### config.mk
export PLATFORM = sky130hd
export DESIGN_NAME = sr_cmd_gen_flat
export DESIGN_NICKNAME = d
export VERILOG_FILES = /design/src/rtl/sr_cmd_gen_if.sv /design/src/rtl/sr_cmd_gen.sv /design/src/flat_wrapper.sv
export SDC_FILE = /design/constraint.sdc
export NUM_CORES = 1
export LEC_CHECK = 0
export ABC_CLOCK_PERIOD_IN_PS = 1450
export BUFFER_PORTS_ARGS = -buffer_cell sky130_fd_sc_hd__buf_2
export CAP_MARGIN = 20
export CELL_PAD_IN_SITES_DETAIL_PLACEMENT = 1
export CELL_PAD_IN_SITES_GLOBAL_PLACEMENT = 2
export CORE_ASPECT_RATIO = 0.7
export CORE_UTILIZATION = 30
export CTS_CLUSTER_DIAMETER = 60
export CTS_CLUSTER_SIZE = 16
export DETAILED_ROUTE_END_ITERATION = 7
export PLACE_DENSITY = 0.69
export SLEW_MARGIN = 10
export SYNTH_ARGS = -nofsm -noshare
export SYNTH_HDL_FRONTEND = slang
export SYNTH_SLANG_ARGS = --single-unit
export TNS_END_PERCENT = 100
### constraint.sdc
create_clock -name clk -period 1.45 [get_ports clk]
set_input_delay 0.0725 -clock clk [delete_from_list [all_inputs] [get_ports clk]]
set_output_delay 0.0725 -clock clk [all_outputs]
set_load 0.1 [all_outputs]
### src/rtl/sr_cmd_gen_if.sv
// Request/drive bundle between the command generator and its neighbours:
// raw set/clear requests in, latch drives and status out.
interface sr_cmd_gen_if;
    logic set_raw;
    logic clr_raw;
    logic S;
    logic R;
    logic enb;
    logic busy;
    logic overflow;

    modport master (
        output set_raw, clr_raw,
        input  S, R, enb, busy, overflow
    );

    modport slave (
        input  set_raw, clr_raw,
        output S, R, enb, busy, overflow
    );
endinterface

### src/rtl/sr_cmd_gen.sv
// SR latch command generator: synchronise, debounce and edge-detect two raw
// requests, then serialise them into fixed-length S/R pulses with one pending slot.
module sr_cmd_gen_deb #(
    parameter int DEBOUNCE_CYCLES = 4
) (
    input  logic clk,
    input  logic reset,
    input  logic raw,
    output logic req
);
    logic [1:0] sync;
    logic       deb;
    logic       deb_q;
    logic [7:0] cnt;

    // Level moves only after DEBOUNCE_CYCLES consecutive disagreeing samples.
    always_ff @(posedge clk) begin
        if (reset) begin
            sync  <= '0;
            deb   <= 1'b0;
            deb_q <= 1'b0;
            cnt   <= '0;
        end else begin
            sync  <= {sync[0], raw};
            deb_q <= deb;
            if (sync[1] == deb) begin
                cnt <= '0;
            end else if (cnt == 8'(DEBOUNCE_CYCLES - 1)) begin
                deb <= sync[1];
                cnt <= '0;
            end else begin
                cnt <= cnt + 8'd1;
            end
        end
    end

    assign req = deb & ~deb_q;
endmodule

module sr_cmd_gen #(
    parameter int DEBOUNCE_CYCLES = 4,
    parameter int PULSE_CYCLES    = 2,
    parameter bit CLR_PRIORITY    = 1'b1
) (
    input  logic        clk,
    input  logic        reset,
    sr_cmd_gen_if.slave bus
);
    typedef enum logic [1:0] {IDLE, DRIVE_SET, DRIVE_CLR, GAP} state_t;

    logic [1:0] raw_vec;
    logic [1:0] req;

    assign raw_vec = {bus.clr_raw, bus.set_raw};

    for (genvar i = 0; i < 2; i++) begin : g_in
        sr_cmd_gen_deb #(.DEBOUNCE_CYCLES(DEBOUNCE_CYCLES)) u_deb (
            .clk   (clk),
            .reset (reset),
            .raw   (raw_vec[i]),
            .req   (req[i])
        );
    end

    logic   req_set, req_clr, req_any, req_both, win_clr;
    state_t state;
    logic [3:0] pcnt;
    logic   pend_vld, pend_clr;
    logic   s_q, r_q, enb_q, busy_q, ovf_q;

    assign req_set  = req[0];
    assign req_clr  = req[1];
    assign req_any  = req_set | req_clr;
    assign req_both = req_set & req_clr;
    // Type of the request that wins this cycle (the only one, or the priority pick).
    assign win_clr  = req_both ? CLR_PRIORITY : req_clr;

    always_ff @(posedge clk) begin
        if (reset) begin
            state    <= IDLE;
            pcnt     <= '0;
            pend_vld <= 1'b0;
            pend_clr <= 1'b0;
            s_q      <= 1'b0;
            r_q      <= 1'b0;
            enb_q    <= 1'b0;
            busy_q   <= 1'b0;
            ovf_q    <= 1'b0;
        end else begin
            case (state)
                IDLE: begin
                    pcnt <= '0;
                    if (req_any) begin
                        state  <= win_clr ? DRIVE_CLR : DRIVE_SET;
                        s_q    <= ~win_clr;
                        r_q    <= win_clr;
                        enb_q  <= 1'b1;
                        busy_q <= 1'b1;
                        if (req_both) begin
                            if (!pend_vld) begin
                                pend_vld <= 1'b1;
                                pend_clr <= ~win_clr;
                            end else begin
                                ovf_q <= 1'b1;
                            end
                        end
                    end else if (pend_vld) begin
                        state    <= pend_clr ? DRIVE_CLR : DRIVE_SET;
                        s_q      <= ~pend_clr;
                        r_q      <= pend_clr;
                        enb_q    <= 1'b1;
                        busy_q   <= 1'b1;
                        pend_vld <= 1'b0;
                    end
                end
                DRIVE_SET, DRIVE_CLR: begin
                    if (pcnt == 4'(PULSE_CYCLES - 1)) begin
                        state <= GAP;
                        pcnt  <= '0;
                        s_q   <= 1'b0;
                        r_q   <= 1'b0;
                        enb_q <= 1'b0;
                    end else begin
                        pcnt <= pcnt + 4'd1;
                    end
                end
                GAP: begin
                    state  <= IDLE;
                    busy_q <= 1'b0;
                end
                default: state <= IDLE;
            endcase

            // While busy, one request fits in the slot; anything else is lost.
            if (state != IDLE && req_any) begin
                if (!pend_vld) begin
                    pend_vld <= 1'b1;
                    pend_clr <= win_clr;
                    if (req_both) ovf_q <= 1'b1;
                end else begin
                    ovf_q <= 1'b1;
                end
            end
        end
    end

    assign bus.S        = s_q;
    assign bus.R        = r_q;
    assign bus.enb      = enb_q;
    assign bus.busy     = busy_q;
    assign bus.overflow = ovf_q;
endmodule

### src/flat_wrapper.sv
// flat-port wrapper written by rule: the top's interface ports become plain ports
module sr_cmd_gen_flat 
#(
    parameter int DEBOUNCE_CYCLES = 4,
    parameter int PULSE_CYCLES    = 2,
    parameter bit CLR_PRIORITY    = 1'b1
)
  (clk, reset, bus_set_raw, bus_clr_raw, bus_S, bus_R, bus_enb, bus_busy, bus_overflow);
  sr_cmd_gen_if bus_i ();
  input  logic clk;
  input  logic reset;
  input wire logic [$bits(bus_i.set_raw)-1:0] bus_set_raw;
  input wire logic [$bits(bus_i.clr_raw)-1:0] bus_clr_raw;
  output wire logic [$bits(bus_i.S)-1:0] bus_S;
  output wire logic [$bits(bus_i.R)-1:0] bus_R;
  output wire logic [$bits(bus_i.enb)-1:0] bus_enb;
  output wire logic [$bits(bus_i.busy)-1:0] bus_busy;
  output wire logic [$bits(bus_i.overflow)-1:0] bus_overflow;
  assign bus_i.set_raw = bus_set_raw;
  assign bus_i.clr_raw = bus_clr_raw;
  assign bus_S = bus_i.S;
  assign bus_R = bus_i.R;
  assign bus_enb = bus_i.enb;
  assign bus_busy = bus_i.busy;
  assign bus_overflow = bus_i.overflow;
  sr_cmd_gen #(.DEBOUNCE_CYCLES(DEBOUNCE_CYCLES), .PULSE_CYCLES(PULSE_CYCLES), .CLR_PRIORITY(CLR_PRIORITY)) u_core (.clk(clk), .reset(reset), .bus(bus_i));
endmodule
==> impl_results.md <==
- Element type at the critical path end: flop
- Core ar.: 4890 µm²
- Crit-path slowest cell: or4_4
- Status: finished with violations
- Worst-Skew Late Latency: around 0.28 ns
- Synth Area in Compound Gates: 9.19%
- Post-synthesis mux area share: 1.36%
- Post-synth top cells: 37 x dfxtp_1, 27 x nor2_1, 12 x xor2_1
- CP arrival: approximately 1.7 ns
- Routed via count: 1,305
- Layout Nets: 222
- Syn nets: 179
- CTS tree: yes
- Post-synth ARST share: 0%
- CP Cell Sequence: inv_2 > ha_4 > inv_4 > or4_4 > nand4_1 > o2bb2ai_2
- Slowest cell delay on critical path: 0.56 ns
- Fraction of layout cells with a size suffix above 1: a little over a third
- Hold Vio Cnt, Final: 0
- Leak: 0.878 nW
- RSZ-0062 raised after global routing: true
- Startpoint types: flop
- Residual DRC: 0
- Total grt overflow: 0
- Critical path endpoint: u_core.bus.S
- Final WL: 3790 µm
- Worst reg-to-reg path cell count: 6
- First-pass GRT wire length: around 6400 µm
- Clk root buf: clkbuf_8
- GR Util All Layers: 15.2%
- Number of flops mapped to enable cells by yosys: 0
- Setup ws final: -0.106 ns
- Area Overhead vs Synth: 37.3%
- Die width: approximately 88 µm
- Reg2Reg Setup Slack: -0.11 ns
- Share of the cycle needed by the critical path after routing: 107%
- DR WL/cell: 13.5 µm
- Input/output buffers: 8
- FF-to-FF Start: u_core.state[0]
- Pwr Total: 0.00259 W
- Hold path depth: 2
- Pre-Repair DR Iteration Count: 4
- Final GP Congestion: about 0.72
- Site row count: 21
- Pin count of the biggest net entering global routing: 19
- Synthesized-area fraction occupied by adder cells: 6.24%
- # Max-Cap Violations: 0
- Initial core utilization: 32.0%
- Final Max Tran Viols: 0
- CTS sink cnt: 37
- Top cell type's share of synthesized area: between 40% and 50%
- R2r endpoint: u_core.bus.S
- Fin Setup TNS: -0.245 ns
- CP Max Fanout: 4
- WP depth: 6
- Fmax: 0.643 GHz
- Antenna violations before repair: 0
- Worst IR Drop VDD: 0.537 mV
- Synth Area in XOR/XNOR: approximately a tenth
- Slew of the pin with the lowest slew margin: 0.489 ns
- Simple-gate share of the synthesized area: 24.2%
- Top_reg_cell synth: dfxtp_1
- Endpoints failing setup: 3
- Post-Synthesis Cell Area: 1570 µm²
- Worst path bufs/invs: 2
- Clock period minus final worst setup slack: around 1.6 ns
- Worst Skew: 0.00489 ns
- Clk slew on worst S/H paths: 0.07 ns
- Initial drt markers: 36
- Die height: approximately 62 µm
- Remaining antenna violation count after routing: 0
- Syn Inst Count: 168
- CP top delay family: simple AND/OR/NAND/NOR gates
- Post-synth top area cell: dfxtp_1
- Failing checks: negative setup slack
- HPWL after DPL: 2640 µm
- Cell with the most instances after synthesis: dfxtp_1
- H-tree Lvls: 2
- ANT cells: 0
- Num ports: 9
- Number of global-route vias before repair: 1,367
- Synthesized area per cell: 9.32 µm²
- Synth unique cells: 36
- Sequential share of the synthesized area: 47.3%
- CP required: 1.63 ns
- Max_slew headroom: 67.6%
- Synthesized flop and latch total: 37
- Crit path kind: flop to flop
- Cell Pwr Density: 1200 nW/µm²
- Inserted Clock Buffers: 5
- Largest family of logic cells by synthesized area: simple AND/OR/NAND/NOR gates
- Total die area: 5520 µm²
- Clock Path Buffers: 2
- Ys Warns: 0
- Synth top area cells: dfxtp_1 47%, xor2_1 6.7%, nor2_1 6.5%
- HP Class: primary input to flop
- Hold slack final: 0.00840 ns
- Critical path startpoint: u_core.state[0]
- Detail-routed via count per cell: 4.64
[worst min-delay path by stage]
stage / startpoint / endpoint / slack (ns)
6_report: bus_clr_raw / u_core.g_in[1].u_deb.sync[0] / 0.008
4_1_cts: bus_clr_raw / u_core.g_in[1].u_deb.sync[0] / 0.002
2_1_floorplan: bus_set_raw / u_core.g_in[0].u_deb.sync[0] / 0.20
3_5_place_dp: bus_set_raw / u_core.g_in[0].u_deb.sync[0] / 0.29
3_3_place_gp: bus_clr_raw / u_core.g_in[1].u_deb.sync[0] / 0.29
5_1_grt: bus_clr_raw / u_core.g_in[1].u_deb.sync[0] / -0.0005
[area by class of cell]
| class | count | area, µm² |
|---|---|---|
| Tap cell | 69 | 86.3 |
| Multi-Input combinational cell | 122 | 910 |
| Clock buffer | 7 | 96.3 |
| Fill cell | 577 | 2740 |
| Timing Repair Buffer | 38 | 275 |
| Sequential cell | 37 | 748 |
| Inverter | 7 | 28.8 |
| Clock inverter | 1 | 5.00 |
[cell usage in the layout, fill, tap and decap left out, types with 3 or more instances in the layout]
| master | instances |
|---|---|
| nand2_1 | 3 |
| buf_2 | 8 |
| nor2b_1 | 7 |
| nand3_1 | 11 |
| inv_2 | 3 |
| and3_1 | 6 |
| dfxtp_2 | 6 |
| o21ai_0 | 5 |
| ha_1 | 3 |
| nor2_1 | 25 |
| inv_1 | 3 |
| clkbuf_8 | 7 |
| buf_4 | 27 |
| xnor2_1 | 5 |
| nand2_2 | 3 |
| xor2_1 | 12 |
| dfxtp_1 | 31 |
| a21oi_1 | 6 |
[kinds of logic after synthesis]
| logic type | Yosys count |
|---|---|
| buffers and inverters | 9 |
| AOI/OAI and AO/OA | 22 |
| DFF | 37 |
| adders and majority gates | 8 |
| and+or+nand+nor | 73 |
| muxes | 2 |
| xor gates and xnor gates | 17 |
[routing by layer]
metal	vias up	GRT usage (%)	wire, µm
li1	665	-	-
met1	624	19.1	1760
met2	11	24.1	1880
met3	5	4.89	112
met4	0	5.65	40
met5	-	0	0
[per-stage QoR]
stage / setup WS (ns) / instances / util [%] / cell area, µm²
final: -0.106 / 281 / 44.0 / 2150
after global routing: -0.134 / 281 / 44.0 / 2150
after CTS: -0.0367 / 276 / 41.4 / 2020
after detailed placement: -0.114 / 264 / 38.0 / 1860
after global placement: -0.0468 / 264 / 38.0 / 1860
after floorplan: 0.0111 / 168 / - / 1580
[flip-flops by register name, summed over array words and instances (netlist names), named ones only]
name                     cells
u_core.g_in.u_deb.cnt       16
u_core.g_in.u_deb.sync       4
u_core.pcnt                  4
u_core.g_in.u_deb.deb        2
u_core.g_in.u_deb.deb_q      2
u_core.state                 2
u_core.bus.R                 1
u_core.bus.S                 1
u_core.bus.busy              1
u_core.bus.enb               1
u_core.bus.overflow          1
u_core.pend_vld              1
[report_power, final]
part | switching [W] | internal [W]
Sequential | 0.0000284 | 0.00106
Clock | 0.000358 | 0.000430
Combinational | 0.000431 | 0.000278
[timing repair]
action,in CTS,in global routing
gates resized for setup,9,24
buffers inserted,4,6
endpoints found under the hold margin,1,0
hold buffers,1,0
endpoints found under the setup margin,18,28
pin swaps,5,12
No activity file was read; power rests on OpenSTA's default activity.
